==> src/rtl/systolic_array_nxn.sv <==
// N x N output-stationary systolic matrix-multiply engine with input skewing,
// a valid/ready operand port, a LOAD/FLUSH/DRAIN controller and row-serial results.
module systolic_array_nxn #(
  parameter int N         = 2,
  parameter int WIDTH     = 8,
  parameter int ACC_WIDTH = 24,
  parameter int KW        = 8
) (
  input  logic                   clk,
  input  logic                   rst,
  input  logic                   start,
  input  logic [KW-1:0]          k_len,
  input  logic                   signed_mode,
  input  logic [N*WIDTH-1:0]     a_in,
  input  logic [N*WIDTH-1:0]     b_in,
  input  logic                   in_valid,
  output logic                   in_ready,
  output logic [N*ACC_WIDTH-1:0] out_row,
  output logic                   out_valid,
  input  logic                   out_ready,
  output logic                   out_last,
  output logic                   busy,
  output logic                   done
);

  localparam int FW = $clog2(2 * N);
  localparam int RW = $clog2(N);

  typedef enum logic [1:0] {IDLE, LOAD, FLUSH, DRAIN} state_t;

  state_t          state_q, state_d;
  logic [KW-1:0]   k_len_q, k_len_d;
  logic [KW-1:0]   beat_q, beat_d;
  logic            signed_q, signed_d;
  logic [FW-1:0]   flush_q, flush_d;
  logic [RW-1:0]   row_q, row_d;
  logic            clear;
  logic            advance;

  function automatic logic [ACC_WIDTH-1:0] extend(input logic [WIDTH-1:0] v, input logic s);
    extend = s ? {{(ACC_WIDTH-WIDTH){v[WIDTH-1]}}, v} : {{(ACC_WIDTH-WIDTH){1'b0}}, v};
  endfunction

  always_comb begin
    state_d   = state_q;
    k_len_d   = k_len_q;
    beat_d    = beat_q;
    signed_d  = signed_q;
    flush_d   = flush_q;
    row_d     = row_q;
    clear     = 1'b0;
    advance   = 1'b0;
    in_ready  = 1'b0;
    out_valid = 1'b0;
    out_last  = 1'b0;
    done      = 1'b0;
    case (state_q)
      IDLE: begin
        if (start && (k_len != '0)) begin
          clear    = 1'b1;
          k_len_d  = k_len;
          signed_d = signed_mode;
          beat_d   = '0;
          flush_d  = '0;
          row_d    = '0;
          state_d  = LOAD;
        end
      end
      LOAD: begin
        in_ready = 1'b1;
        if (in_valid) begin
          advance = 1'b1;
          beat_d  = beat_q + KW'(1);
          if ((beat_q + KW'(1)) == k_len_q) begin
            flush_d = '0;
            state_d = FLUSH;
          end
        end
      end
      FLUSH: begin
        // 2N-1 zero beats push the last real slice through to PE(N-1,N-1)
        advance = 1'b1;
        flush_d = flush_q + FW'(1);
        if (flush_q == FW'(2 * N - 2)) begin
          row_d   = '0;
          state_d = DRAIN;
        end
      end
      DRAIN: begin
        out_valid = 1'b1;
        out_last  = (row_q == RW'(N - 1));
        if (out_ready) begin
          if (row_q == RW'(N - 1)) begin
            done    = 1'b1;
            state_d = IDLE;
          end else begin
            row_d = row_q + RW'(1);
          end
        end
      end
      default: state_d = IDLE;
    endcase
  end

  always_ff @(posedge clk or negedge rst) begin
    if (!rst) begin
      state_q  <= IDLE;
      k_len_q  <= '0;
      beat_q   <= '0;
      signed_q <= 1'b0;
      flush_q  <= '0;
      row_q    <= '0;
    end else begin
      state_q  <= state_d;
      k_len_q  <= k_len_d;
      beat_q   <= beat_d;
      signed_q <= signed_d;
      flush_q  <= flush_d;
      row_q    <= row_d;
    end
  end

  assign busy = (state_q != IDLE);

  logic [WIDTH-1:0] a_src  [N];
  logic [WIDTH-1:0] b_src  [N];
  logic [WIDTH-1:0] a_edge [N];
  logic [WIDTH-1:0] b_edge [N];

  // Row i of A and column i of B each pass through an i-deep shift register
  for (genvar i = 0; i < N; i++) begin : g_skew
    assign a_src[i] = (state_q == LOAD) ? a_in[i*WIDTH +: WIDTH] : '0;
    assign b_src[i] = (state_q == LOAD) ? b_in[i*WIDTH +: WIDTH] : '0;
    if (i == 0) begin : g_direct
      assign a_edge[i] = a_src[i];
      assign b_edge[i] = b_src[i];
    end else begin : g_delay
      logic [WIDTH-1:0] a_sr_q [i];
      logic [WIDTH-1:0] a_sr_d [i];
      logic [WIDTH-1:0] b_sr_q [i];
      logic [WIDTH-1:0] b_sr_d [i];

      always_comb begin
        a_sr_d = a_sr_q;
        b_sr_d = b_sr_q;
        if (clear) begin
          for (int s = 0; s < i; s++) begin
            a_sr_d[s] = '0;
            b_sr_d[s] = '0;
          end
        end else if (advance) begin
          a_sr_d[0] = a_src[i];
          b_sr_d[0] = b_src[i];
          for (int s = 1; s < i; s++) begin
            a_sr_d[s] = a_sr_q[s-1];
            b_sr_d[s] = b_sr_q[s-1];
          end
        end
      end

      always_ff @(posedge clk or negedge rst) begin
        if (!rst) begin
          for (int s = 0; s < i; s++) begin
            a_sr_q[s] <= '0;
            b_sr_q[s] <= '0;
          end
        end else begin
          a_sr_q <= a_sr_d;
          b_sr_q <= b_sr_d;
        end
      end

      assign a_edge[i] = a_sr_q[i-1];
      assign b_edge[i] = b_sr_q[i-1];
    end
  end

  logic [WIDTH-1:0]     a_left [N][N];
  logic [WIDTH-1:0]     b_up   [N][N];
  logic [WIDTH-1:0]     pa_q   [N][N-1];
  logic [WIDTH-1:0]     pa_d   [N][N-1];
  logic [WIDTH-1:0]     pb_q   [N-1][N];
  logic [WIDTH-1:0]     pb_d   [N-1][N];
  logic [ACC_WIDTH-1:0] acc_q  [N][N];
  logic [ACC_WIDTH-1:0] acc_d  [N][N];

  for (genvar i = 0; i < N; i++) begin : g_row
    for (genvar j = 0; j < N; j++) begin : g_col
      if (j == 0) begin : g_a_edge
        assign a_left[i][j] = a_edge[i];
      end else begin : g_a_fwd
        assign a_left[i][j] = pa_q[i][j-1];
      end
      if (i == 0) begin : g_b_edge
        assign b_up[i][j] = b_edge[j];
      end else begin : g_b_fwd
        assign b_up[i][j] = pb_q[i-1][j];
      end
    end
  end

  // Operand registers exist only where a neighbour consumes them
  always_comb begin
    pa_d  = pa_q;
    pb_d  = pb_q;
    acc_d = acc_q;
    for (int i = 0; i < N; i++) begin
      for (int j = 0; j < N; j++) begin
        if (clear) begin
          acc_d[i][j] = '0;
        end else if (advance) begin
          acc_d[i][j] = acc_q[i][j] + extend(a_left[i][j], signed_q) * extend(b_up[i][j], signed_q);
        end
      end
    end
    for (int i = 0; i < N; i++) begin
      for (int j = 0; j < N - 1; j++) begin
        if (clear) pa_d[i][j] = '0;
        else if (advance) pa_d[i][j] = a_left[i][j];
      end
    end
    for (int i = 0; i < N - 1; i++) begin
      for (int j = 0; j < N; j++) begin
        if (clear) pb_d[i][j] = '0;
        else if (advance) pb_d[i][j] = b_up[i][j];
      end
    end
  end

  always_ff @(posedge clk or negedge rst) begin
    if (!rst) begin
      for (int i = 0; i < N; i++) begin
        for (int j = 0; j < N; j++) acc_q[i][j] <= '0;
        for (int j = 0; j < N - 1; j++) pa_q[i][j] <= '0;
      end
      for (int i = 0; i < N - 1; i++) begin
        for (int j = 0; j < N; j++) pb_q[i][j] <= '0;
      end
    end else begin
      acc_q <= acc_d;
      pa_q  <= pa_d;
      pb_q  <= pb_d;
    end
  end

  always_comb begin
    out_row = '0;
    if (state_q == DRAIN) begin
      for (int j = 0; j < N; j++) out_row[j*ACC_WIDTH +: ACC_WIDTH] = acc_q[row_q][j];
    end
  end

endmodule

==> config.mk <==
export PLATFORM = sky130hd
export DESIGN_NAME = systolic_array_nxn
export DESIGN_NICKNAME = d
export VERILOG_FILES = /design/src/rtl/systolic_array_nxn.sv
export SDC_FILE = /design/constraint.sdc
export NUM_CORES = 2
export LEC_CHECK = 0
export ABC_AREA = 1
export ABC_CLOCK_PERIOD_IN_PS = 19200
export CAP_MARGIN = 25
export CORE_MARGIN = 2
export CORE_UTILIZATION = 60
export CTS_BUF_LIST = sky130_fd_sc_hd__clkbuf_8
export CTS_CLUSTER_DIAMETER = 40
export DETAILED_ROUTE_END_ITERATION = 10
export PLACE_DENSITY = 0.78
export SLEW_MARGIN = 5
export SYNTH_ARGS = -nofsm -noshare
export SYNTH_HDL_FRONTEND = slang
export SYNTH_SLANG_ARGS = --single-unit
==> constraint.sdc <==
create_clock -name clk -period 19.2 [get_ports clk]
set_clock_uncertainty 0.1 [all_clocks]
set_input_delay 1.92 -clock clk [delete_from_list [all_inputs] [get_ports clk]]
set_output_delay 1.92 -clock clk [all_outputs]
set_load 0.01 [all_outputs]
# --- Word level (Yosys, flattened, before mapping) ---
# Index checks and enable logic that the tools add are counted.
word_totals:
  ram_bits: 0
  mem_count: 0
  input_bits: 46
  rom_bits: 0
  elab_cells: 118
  latchBits: 0
  ff_bits: 166
classes:
  bitwise_logic: 1
  order_cmp: 1
  n_addsub: 7
  n_mul: 4
  eq_ne: 11
  div_mod_pow: 0
  n_shift: 0
  reduce_logical: 13
  mux: 65
ops:
  columns: ["op", "count"]
  rows:
  - ["$mux W24", 16]
  - ["$mux W48", 4]
  - ["$mux W8", 18]
  - ["$add A24 B24 Y24", 4]
  - ["$mul A24 B24 Y24", 4]
  - ["$mux W2", 9]
  - ["$pmux W8 S2", 1]
  - ["$mux W1", 13]
  - ["$ne A2 B2 Y1 const B", 6]
  - ["$add A8 B1 Y8 const B", 1]
  - ["$eq A8 B8 Y1", 1]
  - ["$pmux W2 S4", 1]
  - ["$reduce_and A4 Y1", 2]
  - ["$reduce_bool A8 Y1", 1]
  - ["$eq A2 B2 Y1 const B", 3]
  - ["$pmux W2 S3", 1]
  - ["$reduce_and A6 Y1", 1]
  - ["$reduce_bool A2 Y1", 3]
  - ["$reduce_bool A3 Y1", 2]
  - ["$pmux W1 S3", 1]
  - ["$reduce_and A3 Y1", 1]
  - ["$add A2 B1 Y2 const B", 1]
  - ["$eq A2 B1 Y1 const B", 1]
  - ["$ge A2 B2 Y1 const B", 1]
  - ["other kinds (6)", 6]

# --- Logic depth before layout (Yosys ltp) ---
logic_depth:
  depth_word: 7
  mapped_depth: 38
  mapped_depth_nobuf: 37

# --- Worst setup path before layout ---
# Ideal clock, no wire load.
synth_timing:
  path_kind: "input -> register"
  from: "input a_in[7]"
  to: "register acc_q[94] (netlist bit)"
  t_arrival_ns: 7.761
  required_time_ns: 18.970
  n_path_buf: 0
  setup_slack_ns: 11.209
  stages: 26
  setup_time_ns: 0.130
  cell_sequence: "nand2_1 nor2_1 inv_1 nor2_1 inv_1 fa_1 inv_1 fa_1 inv_1 fa_1 inv_1 fa_1 fa_1 fa_1 inv_1 fa_1 inv_1 ha_1 inv_1 nor3_1 and2_1 nand4_1 nand3_1 a21oi_1 o21ai_0 o21ai_0"
synth_between:
  elab_chain_len: 6
synth_lines:
  columns: ["element", "line_no", "rtl"]
  rows:
  - ["from (decl)", "14", "input logic [N*WIDTH-1:0] a_in,"]
  - ["$mux W8", "132", "assign a_src[i] = (state_q == LOAD) ? a_in[i*WIDTH +: WIDTH] : '0;"]
  - ["$mux W24", "41", "extend = s ? {{(ACC_WIDTH-WIDTH){v[WIDTH-1]}}, v} : {{(ACC_WIDTH-WIDTH){1'b0}}, v};"]
  - ["$mul A24 B24 Y24", "212", "acc_d[i][j] = acc_q[i][j] + extend(a_left[i][j], signed_q) * extend(b_up[i][j], signed_q);"]
  - ["$add A24 B24 Y24", "212", null]
  - ["$mux W24", "211", "end else if (advance) begin"]
  - ["$mux W24", "209", "if (clear) begin"]
  - ["to (signal assigned)", "240", "acc_q <= acc_d;"]
  - ["to (decl)", "184", "logic [ACC_WIDTH-1:0] acc_q [N][N];"]
# No other way between the ends. The select of a mux whose other input is x is not followed.
# A chain may end at the register's enable or synchronous reset.

# --- Final worst setup path ---
# Ends and elaborated chain as after synthesis.

==> reports/qor.yml <==
worst_setup_path:
  cp.arrival_ps: 9360
  reg2reg_from: "state_q[1]"
  r2r_cells: 29
  rrSetupSlack_ps: 11050
  r2r_end: "acc_q[94]"
  required_ps: 19540
  cpPeakStageDelay_ps: 640
  crit_buf_inv: 8
  path_max_fanout: 13
  worst-setup-path-type: "input pin to flop"
  startpoint_type: "input pin"
  critPathSlowestCell: "fa_1"
  crit_family: "adder cells"
  cp-end-kind: "flop"
layout:
  instances_no_fill: 4970
  syn2layout_area_growth_pct: 5.80
  layout_commonest_cell: "inv_1"
  nets: 5275
  layout_common_cells: "inv_1 (1,257), nand2_1 (667), fa_1 (665)"
  stdcell_area_um2: 37000
  drive_gt1_frac: 0.0252
  final_util: 0.642
  n_fill_cell: 4963
clocking:
  clk_latency_ps: 590
  clkSinkCount: 166
  postCtsSetupBuffers: 0
  clock_path_buffers: 2
  cts_resized: 0
  clk_pin_slew_worst_paths_ps: 110
  postCtsHoldBufs: 0
  cts-root-buf: "clkbuf_8"
  numCtsBuffers: 17
  cts_tree: "built"
  htreeDepth: 4
die:
  die_w_um: 246
  core-area_um2: 57700
  die_h_um: 246
  io_pins: 99
  die_area_um2: 60300
  rows: 88
  initial_core_util: 0.607
timing:
  drv_slew: 0
  worst_pin_slew_ps: 971
  period_share: 0.470
  slew_headroom: 0.350
  hold_viol_final: 0
  fin_setup_tns_ps: 0
  final.setup.worst_slack_ps: 10170
  fin_crit_ps: 9030
  rsz0062_at_grt: "false"
  setup_violations: 0
  fin_hold_ws_ps: 408
  fmax_mhz: 111
power:
  ir_drop_mv: 0.0866
  powerDensity_nw_per_um2: 92.6
  finalPower_mw: 3.43
  p_leak_nw: 20.5
synth:
  async_reset_ff_frac: 1.00
  synthCells: 4157
  ys_ff_latch: 166
  synthFlopType: "dfrtp_1"
  synth_edf_count: 0
  yosys_warnings: 0
  synth.distinct_cells: 51
  synth_nets: 5241
  ys_seq_area_frac: 0.119
  syn-cell-area_um2: 35000
  syn_area_per_cell_um2: 8.42
route:
  drtAntennaViolNets: 0
  drc: 0
  viasPerCell: 5.41
  vias: 26900
  finalWirelength_um: 92000
  drtPass1Iterations: 6
  post_drt_wl_per_cell_um: 18.5
  drt_iter0_drc: 1961
hold_path:
  hold_path_startpoint: "flush_q[1]"
  holdPathStages: 2
  hold_path_class: "flop to flop"
  hold-path-endpoint: "flush_q[1]"
placed_design:
  placed_area_um2: 36600
  dpl_worst_slack_ps: 9680
  placed_cells: 4937
  dp_hpwl_um: 78000
  place.gp.congestion: 0.967
  port_buffers: 98
grt:
  grt.total_usage: 0.328
  grt_max_degree: 73
  gr-total-overflow: 0
  grt_pass1_wl_um: 151000
  antenna_found_initial: 2
  grt_pass1_vias: 28500
status:
  status: "completed"
flow_run:
  drv_cap: 0
-- final cells by class --
| type | instances | area (µm²) | share of cell area |
|---|---|---|---|
| multi-input cells | 2630 | 25700 | 0.693 |
| well taps | 765 | 957 | 0.0258 |
| flip-flops and latches | 166 | 4150 | 0.112 |
| clock buffers | 19 | 262 | 0.00706 |
| diodes | 1 | 2.50 | 0.0000676 |
| inverters | 1266 | 4750 | 0.128 |
| clock inverters | 13 | 151 | 0.00409 |
| repair buffers | 110 | 1090 | 0.0295 |
-- flip-flops by register name (all words and copies together), names as in the netlist, 2 cells and up --
register and cells:
flush_q 2, g_skew.g_delay.a_sr_q 8, b_up 16, acc_q 96, state_q 2, a_left 16
beat_q 8, k_len_q 8, g_skew.g_delay.b_sr_q 8
-- synthesized netlist by cell type (10+ instances only) --
master    count  area, µm²
a21o_1       15        113
a21oi_1     140        701
a22o_1       11       96.3
buf_2        19       95.1
clkbuf_1     66        248
dfrtp_1     166       4150
fa_1        665      13300
ha_1        373       4670
inv_1      1257       4720
nand2_1     667       2500
nand3_1      90        450
nand4_1      15       93.8
nor2_1      197        739
nor3_1       10       50.1
nor4_1       13       81.3
o21ai_0     162        811
o21ai_1      27        135
o21bai_1     12       90.1
o22ai_1      84        526
xnor2_1      36        315
xor2_1       30        263
-- worst register-to-register path, delay by kind of cell (launching register included) --
family | cells | cell delay [ps]
adder cells (fa/ha/maj) | 9 | 3750
AND/OR/NAND/NOR | 7 | 1720
buffers and inverters | 8 | 1040
AO/OA/AOI/OAI | 4 | 790
flip-flops | 1 | 450
XOR/XNOR | 1 | 160
-- routing by layer --
metal  up-vias  routed length, µm  track usage
li1      12400                  -            -
met1     13400              38600        0.443
met4         2               3450        0.123
met2       912              43700        0.539
met5         -                 12            0
met3       189               6190       0.0466
-- worst max path at each step --
stage	start	end	slack, ps	cells past startpoint
after global placement	a_in[7]	acc_q[93]	9840	26
after CTS	a_in[7]	acc_q[94]	10290	27
after detailed placement	a_in[7]	acc_q[94]	9680	27
after global routing	a_in[7]	acc_q[94]	9610	27
after floorplan	a_in[7]	acc_q[94]	11210	26
final	a_in[7]	acc_q[94]	10170	27
-- kinds of logic (layout without fill, tap and decap cells) --
kind of cell             count (synthesis)  in the layout  synth area share
multiplexers                             6              6           0.00193
AND/OR/NAND/NOR                       1041           1041             0.124
XOR/XNOR                                67             67            0.0170
other                                    0              1                 0
flip-flops                             166            166             0.119
buffers and inverters                 1361           1408             0.148
AO/OA/AOI/OAI                          478            478            0.0767
adder cells (fa/ha/maj)               1038           1038             0.514
-- power by group --
group	internal (mW)	switching, mW	total, mW
Combinational	0.838	1.59	2.43
Clock	0.116	0.178	0.294
Sequential	0.466	0.241	0.707
Total	1.42	2.01	3.43
No activity file was read; power rests on OpenSTA's default activity.
